--- src/rtl/count_rtl_pkg.sv ---
// Shared types and default sizing for the count_core_snap counter slice.
//   DEF_WIDTH / DEF_MOD : default counter width and modulus
//   TS_WIDTH            : width of the optional snapshot timestamp
//   snap_state_e        : snapshot buffer states
package count_rtl_pkg;

    localparam int unsigned DEF_WIDTH = 4;
    localparam int unsigned DEF_MOD   = 12;
    localparam int unsigned TS_WIDTH  = 16;

    typedef enum logic {
        SNAP_IDLE = 1'b0,
        SNAP_HOLD = 1'b1
    } snap_state_e;

endpackage

--- src/rtl/count_snap_buf.sv ---
// One-entry snapshot buffer with a valid/ready read-out.
// Build option: COUNT_SNAP_TS_EN adds a free-running 16-bit cycle counter
// that is captured into snap_ts alongside snap_data.
//   clock, reset            : clock, async active-high reset
//   snap_req                : capture request (samples count)
//   snap_ready              : reader accepts the held snapshot
//   clr_flags               : clears snap_ovr (a coincident set wins)
//   count                   : live count value to capture
//   snap_valid/snap_data    : held snapshot
//   snap_ts                 : captured timestamp (COUNT_SNAP_TS_EN only)
//   snap_ovr                : sticky, a request was dropped while full
module count_snap_buf
    import count_rtl_pkg::*;
#(
    parameter int unsigned WIDTH = DEF_WIDTH
) (
    input  logic                clock,
    input  logic                reset,
    input  logic                snap_req,
    input  logic                snap_ready,
    input  logic                clr_flags,
    input  logic [WIDTH-1:0]    count,
    output logic                snap_valid,
    output logic [WIDTH-1:0]    snap_data,
`ifdef COUNT_SNAP_TS_EN
    output logic [TS_WIDTH-1:0] snap_ts,
`endif
    output logic                snap_ovr
);

    snap_state_e      r_state;
    snap_state_e      w_state_next;
    logic             w_capture;
    logic             w_ovr_set;
    logic             r_valid;
    logic [WIDTH-1:0] r_data;
    logic             r_ovr;

    // Next-state decode: accept with a new request recaptures without a bubble
    always_comb begin
        w_state_next = r_state;
        w_capture    = 1'b0;
        w_ovr_set    = 1'b0;
        case (r_state)
            SNAP_IDLE: begin
                if (snap_req) begin
                    w_capture    = 1'b1;
                    w_state_next = SNAP_HOLD;
                end
            end
            SNAP_HOLD: begin
                if (snap_ready) begin
                    if (snap_req) begin
                        w_capture = 1'b1;
                    end else begin
                        w_state_next = SNAP_IDLE;
                    end
                end else if (snap_req) begin
                    w_ovr_set = 1'b1;
                end
            end
            default: w_state_next = SNAP_IDLE;
        endcase
    end

    // State register
    always_ff @(posedge clock or posedge reset) begin
        if (reset) begin
            r_state <= SNAP_IDLE;
        end else begin
            r_state <= w_state_next;
        end
    end

    // Holding register and overrun flag
    always_ff @(posedge clock or posedge reset) begin
        if (reset) begin
            r_valid <= 1'b0;
            r_data  <= '0;
            r_ovr   <= 1'b0;
        end else begin
            r_valid <= (w_state_next == SNAP_HOLD);
            if (w_capture) begin
                r_data <= count;
            end
            if (w_ovr_set) begin
                r_ovr <= 1'b1;
            end else if (clr_flags) begin
                r_ovr <= 1'b0;
            end
        end
    end

`ifdef COUNT_SNAP_TS_EN
    logic [TS_WIDTH-1:0] r_ts_cnt;
    logic [TS_WIDTH-1:0] r_ts;

    // Free-running cycle counter, wraps naturally at all-ones
    always_ff @(posedge clock or posedge reset) begin
        if (reset) begin
            r_ts_cnt <= '0;
            r_ts     <= '0;
        end else begin
            r_ts_cnt <= r_ts_cnt + TS_WIDTH'(1);
            if (w_capture) begin
                r_ts <= r_ts_cnt;
            end
        end
    end

    assign snap_ts = r_ts;
`endif

    assign snap_valid = r_valid;
    assign snap_data  = r_data;
    assign snap_ovr   = r_ovr;

endmodule

--- src/rtl/count_core_snap.sv ---
// Loadable up/down modulo-MOD counter with wrap flags and a snapshot port.
// Build option: COUNT_SNAP_TS_EN adds the snap_ts output.
//   clock, reset          : clock, async active-high reset
//   load, data_in         : load (clamped to MOD-1), highest priority
//   en, up_down           : count enable and direction (1 = up)
//   clr_flags             : clears wrap_sticky and snap_ovr
//   data_out              : registered count
//   tc                    : combinational terminal count (wrap next edge)
//   wrap, wrap_sticky     : one-cycle wrap pulse and its sticky copy
//   snap_req/valid/ready  : snapshot handshake, snap_data holds the value
//   snap_ts               : snapshot timestamp (COUNT_SNAP_TS_EN only)
//   snap_ovr              : sticky dropped-request flag
module count_core_snap
    import count_rtl_pkg::*;
#(
    parameter int unsigned WIDTH = DEF_WIDTH,
    parameter int unsigned MOD   = DEF_MOD
) (
    input  logic                clock,
    input  logic                reset,
    input  logic                load,
    input  logic [WIDTH-1:0]    data_in,
    input  logic                en,
    input  logic                up_down,
    input  logic                clr_flags,
    output logic [WIDTH-1:0]    data_out,
    output logic                tc,
    output logic                wrap,
    output logic                wrap_sticky,
    input  logic                snap_req,
    output logic                snap_valid,
    input  logic                snap_ready,
    output logic [WIDTH-1:0]    snap_data,
`ifdef COUNT_SNAP_TS_EN
    output logic [TS_WIDTH-1:0] snap_ts,
`endif
    output logic                snap_ovr
);

    localparam logic [WIDTH-1:0] MAX_VAL = WIDTH'(MOD - 1);

    logic [WIDTH-1:0] r_count;
    logic [WIDTH-1:0] w_count_next;
    logic             w_wrap_next;
    logic             w_at_max;
    logic             w_at_zero;
    logic             r_wrap;
    logic             r_wrap_sticky;

    assign w_at_max  = (r_count == MAX_VAL);
    assign w_at_zero = (r_count == '0);

    // Counter next value: load > en > hold
    always_comb begin
        w_count_next = r_count;
        w_wrap_next  = 1'b0;
        if (load) begin
            w_count_next = (data_in > MAX_VAL) ? MAX_VAL : data_in;
        end else if (en) begin
            if (up_down) begin
                if (w_at_max) begin
                    w_count_next = '0;
                    w_wrap_next  = 1'b1;
                end else begin
                    w_count_next = r_count + WIDTH'(1);
                end
            end else begin
                if (w_at_zero) begin
                    w_count_next = MAX_VAL;
                    w_wrap_next  = 1'b1;
                end else begin
                    w_count_next = r_count - WIDTH'(1);
                end
            end
        end
    end

    // Count and wrap flags; a wrap on the clearing edge keeps the flag set
    always_ff @(posedge clock or posedge reset) begin
        if (reset) begin
            r_count       <= '0;
            r_wrap        <= 1'b0;
            r_wrap_sticky <= 1'b0;
        end else begin
            r_count <= w_count_next;
            r_wrap  <= w_wrap_next;
            if (w_wrap_next) begin
                r_wrap_sticky <= 1'b1;
            end else if (clr_flags) begin
                r_wrap_sticky <= 1'b0;
            end
        end
    end

    assign data_out    = r_count;
    assign wrap        = r_wrap;
    assign wrap_sticky = r_wrap_sticky;
    assign tc          = en & ((up_down & w_at_max) | (~up_down & w_at_zero));

    // Snapshot captures the pre-update count
    count_snap_buf #(
        .WIDTH(WIDTH)
    ) u_snap_buf (
        .clock      (clock),
        .reset      (reset),
        .snap_req   (snap_req),
        .snap_ready (snap_ready),
        .clr_flags  (clr_flags),
        .count      (r_count),
        .snap_valid (snap_valid),
        .snap_data  (snap_data),
`ifdef COUNT_SNAP_TS_EN
        .snap_ts    (snap_ts),
`endif
        .snap_ovr   (snap_ovr)
    );

endmodule

--- config.mk ---
export PLATFORM = sky130hd
export DESIGN_NAME = count_core_snap
export DESIGN_NICKNAME = d
export VERILOG_FILES = /design/src/rtl/count_rtl_pkg.sv /design/src/rtl/count_snap_buf.sv /design/src/rtl/count_core_snap.sv
export SDC_FILE = /design/constraint.sdc
export NUM_CORES = 1
export LEC_CHECK = 0
export CORE_MARGIN = 3
export CORE_UTILIZATION = 41
export DETAILED_ROUTE_END_ITERATION = 16
export GPL_TIMING_DRIVEN = 0
export PLACE_DENSITY_LB_ADDON = 0.1
export REMOVE_ABC_BUFFERS = 1
export SYNTH_ARGS = -nofsm -noshare
export SYNTH_HDL_FRONTEND = slang
export SYNTH_SLANG_ARGS = --single-unit
--- constraint.sdc ---
create_clock -name clock -period 1.93 [get_ports clock]
set_clock_uncertainty 0.2 [all_clocks]
set_input_delay 0.193 -clock clock [delete_from_list [all_inputs] [get_ports clock]]
set_output_delay 0.193 -clock clock [all_outputs]
set_load 0.05 [all_outputs]
Word-level counts from Yosys, hierarchy flattened
Index checks and enable logic that the tools add are counted.
{"block": "totals", "reg_bits": 12, "output_inout_bits": 13}
{"block": "op_classes", "add_sub_neg": 2, "order_cmp": 1, "eq_ne": 1, "n_mux": 21, "bitwise": 6, "reduce_logical": 4}
{"operator": "2-to-1 mux 4 bit", "n": 6}
{"operator": "2-to-1 mux 1 bit", "n": 13}
{"operator": "nonzero test 2 bit", "n": 3}
{"operator": "adder 4 x 1 -> 4 bit, second input constant", "n": 1}
{"operator": "equality test 4 bit, second input constant", "n": 1}
{"operator": "> comparator 4 bit, second input constant", "n": 1}
{"operator": "logical NOT 4 bit", "n": 1}
{"operator": "case mux 1 bit (2 select lines)", "n": 2}
{"operator": "subtractor 4 x 1 -> 4 bit, second input constant", "n": 1}
{"operator": "AND 1 bit", "n": 3}
{"operator": "NOT 1 bit", "n": 2}
{"operator": "bitwise OR 1 bit", "n": 1}

Longest topological paths before layout
Gate-level depths: netlist (run 1).
{"block": "logic_depth", "ltp_word": 6, "depth_mapped": 6, "depth_no_buf": 6}

Cells and area by module
A second synthesis (run 1) with hierarchy kept.
{"block": "unflattened", "cells_unflattened": 71, "area_unflattened_um2": 711.9}
{"module": "count_core_snap", "n_inst": 1, "cells_each": 54, "area_per_inst_um2": 455.4}
{"module": "count_snap_buf", "n_inst": 1, "cells_each": 17, "area_per_inst_um2": 256.5}

Worst setup path before layout (run 1)
OpenSTA, ideal clock, no wires.
{"block": "synth_path", "path_kind": "reg2out", "from": "register r_count[0], in the netlist data_out[0]", "to": "output port tc", "arrival_ps": 1557, "slack_ps": -20, "stages_incl_launch_ff": 6, "n_path_buf": 0, "path_cell_list": "dfrtp_1 -> ha_1 -> nand3_1 -> o21ai_1 -> nand3_1 -> inv_1"}
{"block": "synth_between", "elab_chain_cells": 4, "word_cells_on_any_way": 6, "classes_between": "eq/ne (1); bitwise (4); reduce/logical (1)"}
{"item": "start, declared", "line": "count_core_snap.sv:42", "rtl": "logic [WIDTH-1:0] r_count;"}
{"item": "start signal, assigned", "line": "count_core_snap.sv:85", "rtl": "r_count <= w_count_next;"}
{"item": "equality test 4 bit or logical NOT 4 bit (tied branches)", "line": "count_core_snap.sv:50, count_core_snap.sv:51"}
{"item": "AND 1 bit", "line": "count_core_snap.sv:98", "rtl": "assign tc = en & ((up_down & w_at_max) | (~up_down & w_at_zero));"}
{"item": "bitwise OR 1 bit *", "line": "count_core_snap.sv:98"}
{"item": "AND 1 bit *", "line": "count_core_snap.sv:98"}
{"item": "end, declared", "line": "count_core_snap.sv:27", "rtl": "output logic tc,"}
Mark *: on every way between the ends. The rest lies on a longest branch, timed or not.

Final worst setup path (run 1)
{"block": "layout_path", "from": "register r_count[1], in the netlist data_out[1]", "to": "output port tc"}
Same word-level chain as after synthesis.

==> results_tabular.tex, run 1 <==
\begin{tabular}{lr}
\hline
Metric & Value \\
\hline
\multicolumn{2}{l}{\textbf{CTS}} \\
Worst-Skew Late Latency & 0.26 ns \\
Clock sink count & 12 \\
Total of hold buffers inserted after clock tree synthesis & 0 \\
Buffer depth of the longest clock path & 2 \\
Deepest level of the CTS H-tree & 1 \\
Clock-pin slew on the worst setup and hold paths & 0.08 ns \\
Total CTS buffers & 3 \\
Clock Root Buffer & clkbuf\_4 \\
CTS tree & done \\
\multicolumn{2}{l}{\textbf{STA}} \\
Final hold vios & 0 \\
Final total negative setup slack & 0 ns \\
Final worst path period share & 98.2\% \\
Least-Margin Pin Slew & 0.501 ns \\
Time the worst path needs with I/O delays and setup & 1.90 ns \\
Unrepaired setup endpoints after global routing & true \\
Final-report max-slew violation count & 0 \\
Remaining max-slew budget at the tightest pin & 66.5\% \\
Final Setup Violations & 0 \\
Final worst hold slack & 0.0290 ns \\
Highest Clock Rate & 0.527 GHz \\
\multicolumn{2}{l}{\textbf{Logic synthesis}} \\
Share of synthesized area spent on multiplexers & 3.32\% \\
Post-synthesis share of cell area spent on and, or, nand and nor gates & 14.6\% \\
Fraction of synthesized cell area in xor and xnor cells & 2.73\% \\
Portion of synthesized cell area occupied by the leading cell type & 46.9\% \\
Sequential cell area fraction in the yosys report & 46.9\% \\
Ranking of synthesized cells by instance count & dfrtp\_1, a21oi\_1, inv\_1, nand2\_1, nor2\_1 \\
Most used DFF post-synth & dfrtp\_1 \\
Cell Area, Synth & 641 um2 \\
Library cell occupying the most area in the post-synthesis netlist & dfrtp\_1 \\
Count of state elements after synthesis & 12 \\
Main combinational cell family by area after synthesis & compound AO/OA/AOI/OAI gates \\
Gate count of the mapped netlist & 71 \\
Number of synthesis warnings & 0 \\
Post-synth EDFFs & 0 \\
Most used standard cell by instance count after synthesis & dfrtp\_1 \\
Cell types occupying the most area after synthesis & dfrtp\_1, a21oi\_1, inv\_1 \\
Fraction of registers with async set/reset & 100\% \\
Average cell area after synthesis & 9.02 um2 \\
Cell variety after synth & 27 \\
Arithmetic-cell share of the synthesized area counting full adders, half adders and majority gates & 3.91\% \\
Synth Area in Compound Gates & 19.1\% \\
\multicolumn{2}{l}{\textbf{Pwr}} \\
Leakage Power & 0.000439 uW \\
Worst ir drop on vdd & 0.573 mV \\
Pwr per Cell Area & 860 mW/mm2 \\
\multicolumn{2}{l}{\textbf{Placement}} \\
Area after DPL & 877 um2 \\
Post-detailed-placement half-perimeter wirelength & 1020 um \\
Port bufs & 24 \\
Gp weighted congestion & 0.822 \\
\multicolumn{2}{l}{\textbf{Global route}} \\
Vias in the first global route & 536 \\
Antenna violations before repair & 0 \\
Total GRT Usage & 14.8\% \\
Pin count of the biggest net entering global routing & 13 \\
Total global routing overflow & 0 \\
Global-route wire length before repair & 2160 um \\
\multicolumn{2}{l}{\textbf{Worst setup path}} \\
Worst setup SP type & flip-flop \\
Critical path endpoint category & output port \\
Launch point of the critical path & data\_out[1] \\
Worst Path Max Fanout & 6 \\
Cells traversed along the worst timing path & inv\_2 > ha\_4 > nand2b\_4 > o21ai\_2 > nand3\_2 > inv\_2 > buf\_8 \\
Category of cells accounting for the largest share of critical-path delay & flip-flops \\
Reg-to-reg startpoint & data\_out[1] \\
CP Data Required Time & 1.54 ns \\
Worst Path Arrival & 1.50 ns \\
Most used cell, CP & inv\_2 \\
Delay of the slowest cell on the worst path & 0.46 ns \\
Highest-delay cell along the critical path & dfrtp\_2 \\
Critical path buffers and inverters & 3 \\
Type of the setup path with the least slack & reg2out \\
\multicolumn{2}{l}{\textbf{Floorplan}} \\
Number of primary I/O pins & 25 \\
Initial Utilization & 46.3\% \\
Placeable Area & 0.00138 mm2 \\
Die span in y & 45.5 um \\
Number of rows in the core area & 13 \\
Floorplan die area & 0.00207 mm2 \\
Die Wd & 45.5 um \\
\multicolumn{2}{l}{\textbf{Outcome}} \\
Status & completed \\
\multicolumn{2}{l}{\textbf{Routing}} \\
DRC marker count from the first detailed-route iteration & 6 \\
Antenna Violating Nets Remaining & 0 \\
Via-per-instance ratio & 5.10 \\
Wire length per cell & 11.8 um \\
Drt first pass iters & 4 \\
WL final & 1370 um \\
Via count of the routed design & 592 \\
Number of remaining DRC errors & 0 \\
\multicolumn{2}{l}{\textbf{Layout}} \\
Post-synthesis to final-layout area growth & 53.3\% \\
Fraction of final layout cells sized beyond drive strength 1 & 20.8\% \\
Antenna Diode Count & 0 \\
Final net count & 116 \\
Fill cell instance count of the final layout & 120 \\
Final non-filler cell area & 982 um2 \\
\multicolumn{2}{l}{\textbf{Job}} \\
Total of max-cap violations & 0 \\
\multicolumn{2}{l}{\textbf{Hold path}} \\
Min-Delay Path Class & in2async \\
\hline
\end{tabular}
==> logic make-up after synthesis <==
kind of cell | after synthesis
AO/OA/AOI/OAI | 20
AND/OR/NAND/NOR | 20
buffers and inverters | 13
flip-flops | 12
XOR/XNOR | 2
multiplexers | 2
adder cells (fa/ha/maj) | 2
==> state kept, by name, summed over array words and instances, names as in the netlist <==
name	cells
data_out	4
u_snap_buf.r_state	1
u_snap_buf.snap_data	4
u_snap_buf.snap_ovr	1
wrap	1
wrap_sticky	1
==> metal layers <==
metal	up-vias	wire, um	GRT usage, %
met2	25	632	23.4
li1	301	-	-
met5	-	0	0
met4	0	17	8.77
met1	264	648	18.5
met3	2	73	2.77
==> power breakdown <==
group | leakage (uW) | total [uW] | switching, uW | internal (uW)
Clock | 0.0000210 | 195 | 80.4 | 114
Combinational | 0.000274 | 334 | 203 | 131
Sequential | 0.000144 | 316 | 32.0 | 284
Total | 0.000439 | 845 | 316 | 529
==> metrics by stage <==
| step | utilization [%] | power (uW) | setup slack [ns] | std cells |
|---|---|---|---|---|
| global placement | 63.4 | 626 | -0.536 | 107 |
| floorplan | - | 513 | -0.0615 | 68 |
| global route | 71.0 | 901 | -0.0658 | 116 |
| finish | 71.0 | 845 | 0.0343 | 116 |
| detailed placement | 63.4 | 629 | -0.541 | 107 |
| CTS | 66.0 | 823 | -0.0388 | 111 |
==> cells in the final DEF, fill, tap and decap left out, types with 2 or more instances in the layout <==
master / instances
dfrtp_1: 10
a21oi_1: 8
o21ai_0: 3
buf_4: 5
dfrtp_2: 2
clkdlybuf4s50_1: 19
nand3_1: 2
nand2_1: 8
inv_1: 5
xor2_1: 2
dlygate4sd2_1: 4
clkbuf_4: 3
nor2_1: 4
inv_2: 4
a211oi_1: 2
o22ai_1: 2
==> layout make-up <==
type	count	area [um2]	area share, %
clock buffers	4	36.3	3.69
inverters	10	37.5	3.82
multi-input cells	46	309	31.5
flip-flops and latches	12	303	30.8
well taps	15	18.8	1.91
repair buffers	29	278	28.3
==> final timing paths <==
check / cells after the start / slack (ns) / to
setup / recovery: 7 / 0.03 / tc
hold / removal: 2 / 0.03 / u_snap_buf.snap_ovr
setup reg to reg: 6 / 0.23 / data_out[3]
hold reg to reg: 2 / 0.28 / u_snap_buf.snap_data[2]
max in group asynchronous: 2 / 1.16 / data_out[1]
min in group clock: 2 / 0.28 / u_snap_buf.snap_data[2]
==> repair_timing <==
item	CTS	global route
gates cloned	0	0
setup endpoints to repair	5	1
setup buffers	0	5
gates resized for setup	15	7
pin swaps	1	2
Note: power is estimated with default switching activity, not from simulation.
==> run 2, diff against run 1 <==
Settings changed: CAP_MARGIN set to 20.
==> results of run 2 <==
No change in the layout: final DEF, timing and power equal those of run 1.
==> edit (settings of run 2) <==
Add a define of `COUNT_SNAP_TS_EN`.
--- a/src/rtl/count_snap_buf.sv
+++ b/src/rtl/count_snap_buf.sv
@@ -10,4 +10,6 @@
 //   snap_ts                 : captured timestamp (COUNT_SNAP_TS_EN only)
 //   snap_ovr                : sticky, a request was dropped while full
+`define COUNT_SNAP_TS_EN
+
 module count_snap_buf
     import count_rtl_pkg::*;
Behaviour (old outputs only; new: snap_ts): unchanged (equiv_simple and equiv_induct, registers matched by name and starting in step).
==> edit against run 2 <==
Sequential share of layout area increased by 12 points. Sequential cell count up 32. Synthesized area rose to 3.0 times the old value. Hold slack improved by 0.18 ns. Routed wire length rose to 2.9 times the old value. Count of clock-buffer cells in the layout is 1 higher. Cell count up 130%. Critical path depth is the same. Total power rose to 2.7 times the old value. Utilization down 13 points. Worst setup slack got worse by 0.024 ns. Cell area grew to 2.6 times the old value. Critical path type unchanged. Highest routed layer unchanged.
==> edit: results (changes against run 2) <==
outcome: "completed"
m1WireLength_mm: 1.79  # +180%
yosys.area_share.xor_xnor_pct: 6.75  # +4.0 points
fillCellCount: 387  # +220%
wl_met2_mm: 1.89  # +200%
arrival_ns: 1.53  # +0.03 ns
nNetsFinal: 228  # +97%
path_max_fanout: 4  # -2
cts_made_buffers: 5  # +2
syn_to_final_growth_pct: 33.4
cts_root_buf: "clkbuf_8"
ir_drop_uv: 522  # -8.8%
routedWlPerCell_um: 14.8  # +25%
portBuffers: 40  # +67%
dpl.hpwl_mm: 2.58  # +150%
grt_max_degree: 45  # +32
first_pass_iters: 4  # unchanged
synthAdderAreaFrac_pct: 1.93  # -2.0 points
synth-async-reset-ratio_pct: 100  # unchanged
synth.area.mux_share_pct: 10.2  # +6.9 points
routabilityCongestion: 0.778  # -5.4%
synth.avg_cell_area_um2: 11.8  # +31%
routed_wl_mm: 3.93  # +190%
synth_cell_types: 35  # +30%
start_kind: "flip-flop"
use_met1_pct: 20.2  # +1.7 points
yosysSeqAreaShare_pct: 56.6  # +9.7 points
post-place-ws_ns: -0.701  # -0.160 ns
synth_commonest_cells: "44 x dfrtp_1, 15 x mux2_2, 14 x nand2_1"
diodes: 0  # unchanged
cp_slowest_stage_delay_ns: 0.41  # -0.05 ns
grt_pass1_wl_mm: 6.64  # +210%
dp_cells: 250  # +130%
clkTransAtPathRegs_ns: 0.09
grt_use_met2_pct: 25.4  # +2.0 points
first_global_vias: 1426  # +170%
synth_compound_area_share_pct: 7.20  # -12 points
htree_levels: 2  # +1
wl_met3_um: 166  # +130%
yosys-top-cells-area: "dfrtp_1 57%, mux2_2 8.7%, xnor2_1 4.0%"
worst_pin_slew_ns: 0.898  # +0.398 ns
synth_ff_type: "dfrtp_1"
clk_latency_ns: 0.30  # +0.04 ns
drive_above_1_share_pct: 22.0  # +1.2 points
dr.first_iter.drc_count: 68  # +62
leakage_nw: 1.18  # +170%
worst_path_max_delay_cell: "dfrtp_1"
grt_usage_pct: 15.7  # +0.89 points
grtUsageMet3_pct: 3.74  # +0.97 points
viasPerCell: 5.11  # about the same
[edit: metrics by stage]
| step | instance area, um2 | util, % |
|---|---|---|
| after floorplan | 1910 | - |
| after CTS | 2550 | 56.9 |
| after detailed placement | 2380 | 53.2 |
| after global placement | 2380 | 53.2 |
| after global routing | 2600 | 58.0 |
| final | 2600 | 58.0 |
[edit: path summary, 6_finish.rpt]
check | slack, ns | to | start | cells after the start
hold reg to reg | 0.27 | u_snap_buf.r_ts_cnt[15] | u_snap_buf.r_ts_cnt[15] | 1
max in group asynchronous | 0.70 | data_out[0] | reset | 2
hold / removal | 0.21 | u_snap_buf.snap_data[3] | reset | 2
setup / recovery | 0.01 | tc | data_out[1] | 7
min in group clock | 0.27 | u_snap_buf.r_ts_cnt[15] | u_snap_buf.r_ts_cnt[15] | 1
setup reg to reg | 0.28 | u_snap_buf.r_ts_cnt[12] | u_snap_buf.r_ts_cnt[0] | 5
[edit: final cells by class]
class | count | area [um2] | share of cell area, %
multi-input cells | 103 | 816 | 31.4
flip-flops and latches | 44 | 1100 | 42.5
well taps | 52 | 65.1 | 2.51
inverters | 11 | 41.3 | 1.59
clock inverters | 3 | 46.3 | 1.78
repair buffers | 48 | 457 | 17.6
clock buffers | 5 | 68.8 | 2.65
[edit: repair_timing]
item,CTS,global route
resized for setup,17,6
gates cloned,0,0
setup buffers,5,3
setup endpoints to repair,5,16
pin swaps,0,1
hold buffers,0,0
[edit: power breakdown]
group	internal, mW	total (mW)	switching [mW]	leakage [nW]
Combinational	0.200	0.517	0.316	0.556
Sequential	0.966	1.00	0.0371	0.564
Clock	0.390	0.724	0.334	0.0548
